<file path="config.mk">
export PLATFORM = sky130hd
export DESIGN_NAME = iob_reg_rr_arbiter
export DESIGN_NICKNAME = d
export VERILOG_FILES = /design/src/rtl/iob_reg_rr_arbiter.sv
export SDC_FILE = /design/constraint.sdc
export NUM_CORES = 1
export LEC_CHECK = 0
export BUFFER_PORTS_ARGS = -buffer_cell sky130_fd_sc_hd__buf_2
export CAP_MARGIN = 30
export CELL_PAD_IN_SITES_DETAIL_PLACEMENT = 0
export CELL_PAD_IN_SITES_GLOBAL_PLACEMENT = 1
export CORE_UTILIZATION = 31
export DETAILED_ROUTE_END_ITERATION = 6
export PLACE_DENSITY = 0.84
export RECOVER_POWER = 50
export SYNTH_ARGS = -nofsm -noshare
export SYNTH_HDL_FRONTEND = slang
export SYNTH_SLANG_ARGS = --single-unit
</file>
<file path="constraint.sdc">
create_clock -name clk_i -period 1.65 [get_ports clk_i]
set_clock_uncertainty 0.05 [all_clocks]
set_input_delay 0 -clock clk_i [delete_from_list [all_inputs] [get_ports clk_i]]
set_output_delay 0 -clock clk_i [all_outputs]
set_load 0.005 [all_outputs]
</file>
<file path="src/rtl/iob_reg_rr_arbiter.sv">
// Round-robin arbiter in front of one shared DATA_W-wide register.
// N_REQ requesters compete through a valid/ready handshake. The winner is
// registered in IDLE, and its data is written in WRITE. The search for the
// next winner starts one position after the requester served last.
// Optional feature: `define IOB_REG_RR_ARBITER_LOCK_EN adds req_lock_i. While
// the granted requester holds its lock bit, it keeps the grant and can write
// one word per cycle.
module iob_reg_rr_arbiter #(
  parameter int                N_REQ   = 4,
  parameter int                DATA_W  = 32,
  parameter logic [DATA_W-1:0] RST_VAL = '0,
  localparam int               IDX_W   = (N_REQ > 1) ? $clog2(N_REQ) : 1
) (
  input  logic                    clk_i,
  input  logic                    arst_i,
  input  logic                    cke_i,
  input  logic                    rst_i,
  input  logic [N_REQ-1:0]        req_valid_i,
  input  logic [N_REQ*DATA_W-1:0] req_data_i,
`ifdef IOB_REG_RR_ARBITER_LOCK_EN
  input  logic [N_REQ-1:0]        req_lock_i,
`endif
  output logic [N_REQ-1:0]        req_ready_o,
  output logic [N_REQ-1:0]        grant_o,
  output logic [IDX_W-1:0]        grant_idx_o,
  output logic [DATA_W-1:0]       data_o,
  output logic                    data_valid_o,
  output logic                    busy_o
);

  typedef enum logic {
    IDLE  = 1'b0,
    WRITE = 1'b1
  } state_t;

  state_t             state_q;
  logic [N_REQ-1:0]   grant_q;
  logic [IDX_W-1:0]   grant_idx_q;
  logic [IDX_W-1:0]   last_q;
  logic [DATA_W-1:0]  data_q;
  logic               data_valid_q;

  logic               hi_found;
  logic [IDX_W-1:0]   hi_idx;
  logic [N_REQ-1:0]   hi_oh;
  logic               lo_found;
  logic [IDX_W-1:0]   lo_idx;
  logic [N_REQ-1:0]   lo_oh;
  logic               any_valid;
  logic [IDX_W-1:0]   win_idx;
  logic [N_REQ-1:0]   win_oh;

  logic               grant_valid;
  logic [DATA_W-1:0]  grant_data;
  logic               grant_lock;

  // Wrap-around search. The lowest requester above last_q wins. If none is
  // above it, the lowest set bit overall wins, which gives the wrapped order.
  always_comb begin
    hi_found = 1'b0;
    hi_idx   = '0;
    hi_oh    = '0;
    lo_found = 1'b0;
    lo_idx   = '0;
    lo_oh    = '0;
    for (int unsigned k = 0; k < N_REQ; k++) begin
      if (req_valid_i[k] && !lo_found) begin
        lo_found  = 1'b1;
        lo_idx    = IDX_W'(k);
        lo_oh[k]  = 1'b1;
      end
      if (req_valid_i[k] && !hi_found && (k > 32'(last_q))) begin
        hi_found  = 1'b1;
        hi_idx    = IDX_W'(k);
        hi_oh[k]  = 1'b1;
      end
    end
    any_valid = lo_found;
    win_idx   = hi_found ? hi_idx : lo_idx;
    win_oh    = hi_found ? hi_oh  : lo_oh;
  end

  // Select the granted requester's valid, data and lock using the registered one-hot grant.
  always_comb begin
    grant_valid = |(grant_q & req_valid_i);
    grant_data  = '0;
    grant_lock  = 1'b0;
    for (int unsigned k = 0; k < N_REQ; k++) begin
      if (grant_q[k]) begin
        grant_data = req_data_i[k*DATA_W +: DATA_W];
`ifdef IOB_REG_RR_ARBITER_LOCK_EN
        grant_lock = req_lock_i[k];
`endif
      end
    end
  end

  // Arbitration FSM and the shared register. Reset has priority, then clock enable.
  always_ff @(posedge clk_i or posedge arst_i) begin
    if (arst_i) begin
      state_q      <= IDLE;
      grant_q      <= '0;
      grant_idx_q  <= '0;
      last_q       <= IDX_W'(N_REQ - 1);
      data_q       <= RST_VAL;
      data_valid_q <= 1'b0;
    end else if (rst_i) begin
      state_q      <= IDLE;
      grant_q      <= '0;
      grant_idx_q  <= '0;
      last_q       <= IDX_W'(N_REQ - 1);
      data_q       <= RST_VAL;
      data_valid_q <= 1'b0;
    end else if (cke_i) begin
      case (state_q)
        IDLE: begin
          data_valid_q <= 1'b0;
          if (any_valid) begin
            grant_q     <= win_oh;
            grant_idx_q <= win_idx;
            state_q     <= WRITE;
          end
        end
        WRITE: begin
          if (grant_valid) begin
            data_q       <= grant_data;
            last_q       <= grant_idx_q;
            data_valid_q <= 1'b1;
            if (!grant_lock) begin
              state_q <= IDLE;
              grant_q <= '0;
            end
          end else begin
            // The requester withdrew valid. Abort without writing, and keep the pointer.
            data_valid_q <= 1'b0;
            state_q      <= IDLE;
            grant_q      <= '0;
          end
        end
        default: begin
          state_q <= IDLE;
          grant_q <= '0;
        end
      endcase
    end
  end

`ifndef IOB_REG_RR_ARBITER_LOCK_EN
  // Without the lock feature, grant_lock is tied low and never keeps the FSM in WRITE.
`endif

  // Ready follows the registered grant. It is suppressed while frozen or held in reset.
  always_comb begin
    req_ready_o = '0;
    if ((state_q == WRITE) && cke_i && !rst_i)
      req_ready_o = grant_q & req_valid_i;
  end

  assign grant_o      = grant_q;
  assign grant_idx_o  = grant_idx_q;
  assign data_o       = data_q;
  assign data_valid_o = data_valid_q;
  assign busy_o       = (state_q == WRITE);

endmodule

</file>
# Word level (Yosys, flattened, before mapping)
# Cells that the tools add are included.
[word_totals]
reg_bits = 42
latch_bits = 0
mem_bits_rw = 0
romBits = 0
input_bits = 136
output_inout_bits = 44
n_memories = 0
[classes]
n_addsub = 0
n_mul = 0
div = 0
n_lt_le_gt_ge = 3
eq_ne = 2
shifts = 0
muxes = 49
n_bitwise = 2
n_reduce_logical = 24
[ops]
columns = ["cell", "n"]
rows = [
  ["32-bit 2-to-1 mux", 8],
  ["2-bit 2-to-1 mux", 13],
  ["1-bit 2-to-1 mux", 20],
  ["4-bit 2-to-1 mux", 5],
  ["1-bit logical AND", 10],
  ["4-bit case mux with 2 select lines", 1],
  ["2-bit nonzero test", 4],
  ["1-bit logical NOT", 6],
  ["3-bit AND reduction", 2],
  ["4-bit bitwise AND", 1],
  ["2-bit greater-than comparator, first input constant", 2],
  ["1-bit case mux with 2 select lines", 2],
  ["4-bit OR reduction", 1],
  ["3-bit != test, second input constant", 1],
  ["1-bit by 2-bit greater-than comparator with 1-bit output, first input constant", 1],
  ["2-bit != test, second input constant", 1],
  ["2-bit AND reduction", 1],
  ["1-bit NOT", 1],
]

# Longest topological paths before layout
# Gate-level depths: netlist (run 1).
[depth]
word_depth = 16
depth_mapped = 7
depth_no_buf = 4

# Worst setup path after synthesis (run 1)
# No wires, ideal clock.
[synth_timing]
kind = "register -> register"
start = "register grant_q[1], in the netlist grant_o[1]"
end = "register data_q[0], in the netlist data_o[0]"
setup_ns = 0.121
t_arrival_ns = 1.342
required_time_ns = 1.479
path_slack_ns = 0.137
path_stages_with_launch = 8
cell_sequence = "dfrtp_1 -> buf_6 -> nand2_1 -> nand4_1 -> nor2b_1 -> buf_4 -> buf_6 -> a22o_1"
[synth_via]
elab_chain_len = 7
word_cells_on_any_way = 11
[synth_rtl]
columns = ["item", "line_no", "source"]
rows = [
  ["start, declared", "37", "logic [N_REQ-1:0] grant_q;"],
  ["start signal, assigned", "119", "grant_q <= win_oh;"],
  ["32-bit 2-to-1 mux (3 in series)", "89", "if (grant_q[k]) begin"],
  ["32-bit 2-to-1 mux", "125", "if (grant_valid) begin"],
  ["32-bit 2-to-1 mux", "115", "case (state_q)"],
  ["32-bit 2-to-1 mux", "114", "end else if (cke_i) begin"],
  ["32-bit 2-to-1 mux", "107", "end else if (rst_i) begin"],
  ["end signal, assigned", "126", "data_q <= grant_data;"],
  ["end, declared", "40", "logic [DATA_W-1:0] data_q;"],
]
# Several ways; a longest one is shown, not always the timed one. The select of a mux whose other input is x is not followed.
# A chain may end at the register's enable or synchronous reset.

# Worst setup path after layout (run 1)
[layout_timing]
start = "register grant_q[1], in the netlist grant_o[1]"
end = "register data_q[2], in the netlist data_o[2]"
# Same word-level chain as after synthesis.

==> impl_metrics.toml, run 1 <==
[yosys]
yosysUniqueCellTypes = 40
synth_seq_area_share_pct = 35.66
syn_area_sq_um = 2954
ys_warn_count = 0
synth-seq-cells = 42
syn_area_per_cell_sq_um = 10.08
synth-async-reset-ratio_pct = 100.0
synthCells = 293
syn_nets = 429
synth_edf_count = 0
ys.flop_type = "dfrtp_1"

[hold_path]
hp-class = "in -> reg"

[route]
vias_per_cell = 5.040
postRouteAntennaNets = 0
first_pass_iters = 6
avgRoutedWirePerCell_um = 15.08
drc = 0
wl_met2_mm = 4.765
finalWirelength_mm = 9.500
vias = 3175
drt_iter0_drc = 77
top_layer_used = "met4"
met3_length_um = 580
wl_met1_mm = 4.014

[grt]
grt_pass1_vias = 3246
grtUsageTotal_pct = 19.23
antenna_found_initial = 0
grt-ovfl-total = 0
grt_pass1_wl_mm = 15.22
grt_max_degree = 37

[clock_tree]
clk_latency_ps = 290
clkSinkCount = 42
cts_tree = "built"
clockRootBuffer = "clkbuf_8"
htree_num_levels = 2
cts_buffer_depth = 2
cts_made_buffers = 5
cts.clk_slew.worst_paths_ps = 80

[critical_path]
critPathKind = "reg -> reg"
endpoint_kind = "register"
cp.required_ps = 1780
cp_max_fo = 34
critPathArrivalTime_ps = 1710
crit_path_top_delay_cell = "dfrtp_2"
cpLargestDelayFamily = "compound AO/OA/AOI/OAI gates"
cp_cell_sequence = "buf_4, buf_8, a221oi_2, o31ai_1, a22o_1"
crit_buf_inv = 2
slowest_delay_ps = 430
start_kind = "register"

[layout]
nNetsFinal = 636
final_common_cell = "buf_2"
stdcell_count = 630
fillers = 912
layout-drive-gt1-share_pct = 46.51
most-common-layout-cells = "buf_2, nand2_1, dfrtp_1"
antenna_cells = 0
utilization_pct = 48.17
areaGrowthSynthToFinish_pct = 50.66
final_cell_area_sq_um = 4451

[timing]
hold_viol = 0
period_share_pct = 95.80
relSlewSlack_pct = 46.24
holdWs_ps = 12.42
worst_slack_ps = 69.34
finalSetupViolCount = 0
worst_slew_pin_slew_ps = 805.4
fin_crit_ps = 1581
finalSetupTns_ps = 0
fmax_mhz = 632.6
final_max_slew_viol_count = 0

[floorplan]
die_w_um = 99.62
ioPinCount = 180
die-area_sq_um = 9924
start_util_pct = 31.97
die_height_um = 99.62
rows = 35
core_area_sq_um = 9240

[power]
power.total_mw = 2.324
p_leak_nw = 2.063
vdd_drop_max_v = 0.0003054
p_per_area_nw_per_um2 = 522.1

[flow_run]
cap_viol_max_count = 0

[placement]
place.gp.congestion = 0.8859
pre_cts_ws_ps = -103.5
place_hpwl_mm = 6.752
io_buffers = 179
dp.cells = 585
placed_cell_area_sq_um = 4000

[status]
outcome = "finished, final reports clean"
## sequential cells by signal, indices dropped and copies added (netlist names)
name	flops
data_o	32
grant_o	4
grant_idx_o	2
last_q	2
busy_o	1
data_valid_o	1
## power breakdown
part / switching [mW] / total, mW / internal (mW)
clock network: 0.342 / 0.684 / 0.342
registers: 0.0109 / 1.05 / 1.04
logic: 0.267 / 0.589 / 0.322
## path summary, 6_finish.rpt
check | start | end | slack (ps) | depth (start not counted)
worst max-delay path | grant_o[1]$_DFFE_PP0P_ | data_o[2]$_DFFE_PP0P_ | 70 | 5
worst min-delay path | req_data_i[109] | data_o[13]$_DFFE_PP0P_ | 10 | 4
worst max register to register | grant_o[1]$_DFFE_PP0P_ | data_o[2]$_DFFE_PP0P_ | 70 | 5
worst min register to register | data_valid_o$_DFFE_PP0P_ | data_valid_o$_DFFE_PP0P_ | 450 | 1
max in group asynchronous | arst_i | last_q[0]$_DFFE_PP1P_ | 250 | 4
min in group asynchronous | arst_i | data_o[12]$_DFFE_PP0P_ | 350 | 3
## synth_stat cells, drive strengths merged (2+ instances only)
cell / count / area, sq um
nor2b: 35 / 221.5
nor2: 7 / 26.28
o31ai: 32 / 240.2
buf: 19 / 153.9
a21oi: 9 / 45.04
nand3b: 2 / 15.01
nand2b: 2 / 12.51
nand2: 40 / 150.1
a221oi: 32 / 468.0
clkbuf: 10 / 47.54
a22oi: 2 / 15.01
dfrtp: 40 / 1001
or2: 2 / 12.51
inv: 6 / 22.52
a22o: 32 / 280.3
a32oi: 2 / 17.52
o21ai: 4 / 35.04
dfstp: 2 / 52.55
## cells by family (layout without fill, tap and decap cells)
| group | Yosys count | count (layout) | synth area share (%) |
|---|---|---|---|
| AO/OA/AOI/OAI | 121 | 121 | 40.03 |
| AND/OR/NAND/NOR | 94 | 94 | 16.43 |
| flip-flops | 42 | 42 | 35.66 |
| buffers and inverters | 36 | 244 | 7.878 |
## cell type report
cell class                 count  area, sq um  area share (%)
timing repair buffer         230         1424           31.99
inverter                       6        22.52          0.5060
tap                          129        161.4           3.627
multi-input combinational    215         1695           38.09
clock buffer                   8        90.09           2.024
sequential                    42         1057           23.76
## timing repair
action                     CTS  global route
hold endpoints to repair    56             0
pin swaps                    0             1
setup buffers                3             0
setup endpoints to repair   32             4
hold buffers                34             0
resized for setup            1             4
gates cloned                 0             0
## routing by layer
| metal | GRT usage [%] | vias up |
|---|---|---|
| met5 | 0 | - |
| met4 | 6.109 | 0 |
| met3 | 4.146 | 12 |
| met2 | 35.26 | 148 |
| met1 | 22.20 | 1478 |
| li1 | - | 1537 |
## worst reg2reg max path, cell delays in order, from the launching register on
cell      delay (ps)
dfrtp_2          430
buf_4            150
buf_8            200
a221oi_2         330
o31ai_1          110
a22o_1           210
Power figures use the tool's default switching activity.
==> run 2, diff against run 1 <==
clock period = 1.7 ns   (was 1.65 ns; I/O delays follow)
==> run 2 against run 1 <==
  * Total power shrank 3.0%
  * Largest cell class unchanged
  * Wire length shrank 1.6%
  * Die area is the same
==> impl_metrics.toml, run 2 (synthesis gave the netlist of run 1 again) <==
[clock_tree]
clk_latency_ps = 290
clkSinkCount = 42
cts.clk_slew.worst_paths_ps = 80
cts_buffer_depth = 2
cts_tree = "built"
cts_made_buffers = 5
clockRootBuffer = "clkbuf_8"
htree_num_levels = 2

[timing]
fin_crit_ps = 1609
hold_viol = 0
worst_slew_pin_slew_ps = 853.1
holdWs_ps = 10.55
fmax_mhz = 621.5
finalSetupViolCount = 0
final_max_slew_viol_count = 0
relSlewSlack_pct = 43.07
finalSetupTns_ps = 0
rsz0062_at_grt = "false"
period_share_pct = 94.64

[route]
first_pass_iters = 4
drc = 0
finalWirelength_mm = 9.348
drt_iter0_drc = 74
avgRoutedWirePerCell_um = 14.91
vias_per_cell = 5.035
postRouteAntennaNets = 0
vias = 3157

[floorplan]
die_w_um = 99.62
start_util_pct = 31.97
core_area_sq_um = 9240
rows = 35
die_height_um = 99.62
die-area_sq_um = 9924
ioPinCount = 180

[status]
outcome = "finished, final reports clean"

[hold_path]
worstHoldStart = "req_data_i[109]"
hold_path_depth = 4
hold_end = "data_o[13]$_DFFE_PP0P_"
hp-class = "in -> reg"

[power]
power.total_mw = 2.254
p_per_area_nw_per_um2 = 510.9
p_leak_nw = 2.053
vdd_drop_max_v = 0.0003139

[layout]
layout-drive-gt1-share_pct = 46.79
final_common_cell = "buf_2"
most-common-layout-cells = "buf_2, nand2_1, dfrtp_1"
final_cell_area_sq_um = 4413
largest_register_ffs = 32
nNetsFinal = 633
utilization_pct = 47.76
areaGrowthSynthToFinish_pct = 49.39
antenna_cells = 0

[critical_path]
critPathKind = "reg -> reg"
timing.rr.end = "data_o[17]$_DFFE_PP0P_"
critPathArrivalTime_ps = 1750
cp.required_ps = 1840
rr_startpoint = "grant_o[1]$_DFFE_PP0P_"
endpoint_kind = "register"
r2r_slack_ps = 90
reg2reg_depth = 5
start_kind = "register"
cp_max_fo = 34

[placement]
place.gp.congestion = 0.8974
io_buffers = 179
place_hpwl_mm = 6.724
placed_cell_area_sq_um = 3973

[grt]
grt-ovfl-total = 0
grt_pass1_vias = 3222
grt_pass1_wl_mm = 15.19
grt_max_degree = 37
grtUsageTotal_pct = 19.23
antenna_found_initial = 0

[flow_run]
cap_viol_max_count = 0
[run 2: repair_timing]
item,4_1_cts,5_1_grt
pin swaps,0,0
buffers inserted,2,0
endpoints found under the hold margin,57,0
hold buffers,34,0
gates resized for setup,1,1
cloned,0,0
setup endpoints to repair,25,1
[run 2: worst max-delay path: stages (launching register included)]
cell	delay, ps
dfrtp_2	430
buf_4	150
buf_6	230
a221oi_2	330
o31ai_1	110
a22o_1	200
[run 2: how the worst max path moves through the flow]
stage,from,end,slack [ps]
after floorplan,grant_o[1]$_DFFE_PP0P_,data_o[0]$_DFFE_PP0P_,190
after global placement,grant_o[1]$_DFFE_PP0P_,data_o[24]$_DFFE_PP0P_,-10
after detailed placement,grant_o[1]$_DFFE_PP0P_,data_o[24]$_DFFE_PP0P_,-90
after CTS,grant_o[1]$_DFFE_PP0P_,data_o[24]$_DFFE_PP0P_,80
after global routing,grant_o[1]$_DFFE_PP0P_,data_o[8]$_DFFE_PP0P_,20
final,grant_o[1]$_DFFE_PP0P_,data_o[17]$_DFFE_PP0P_,90
[run 2: final cells by class]
| cell class | count | area (sq um) |
|---|---|---|
| clock buffers | 6 | 82.58 |
| fillers | 914 | 4827 |
| inverters | 6 | 22.52 |
| flip-flops and latches | 42 | 1057 |
| multi-input cells | 215 | 1689 |
| clock inverters | 2 | 12.51 |
| repair buffers | 227 | 1388 |
| well taps | 129 | 161.4 |
[run 2: through the flow]
step | std cells | worst slack [ps]
after global placement | 583 | -14.32
after CTS | 627 | 78.48
after floorplan | 293 | 186.6
after global routing | 627 | 23.04
final | 627 | 91.11
after detailed placement | 583 | -87.31
[run 2: per-layer routing]
metal  routed length, um  vias up  part of all wire (%)  track usage [%]
li1                    -     1530                     -                -
met1                3944     1466                    42            22.25
met2                4619      140                    49            34.40
met3                 528       21                   5.6            4.076
met4                 255        0                   2.7            7.919
met5                   0        -                     0                0
[run 2: where the power goes]
part,internal (mW),switching [mW],total [mW]
Combinational,0.303,0.255,0.557
Sequential,1.01,0.0114,1.02
Clock,0.327,0.350,0.677
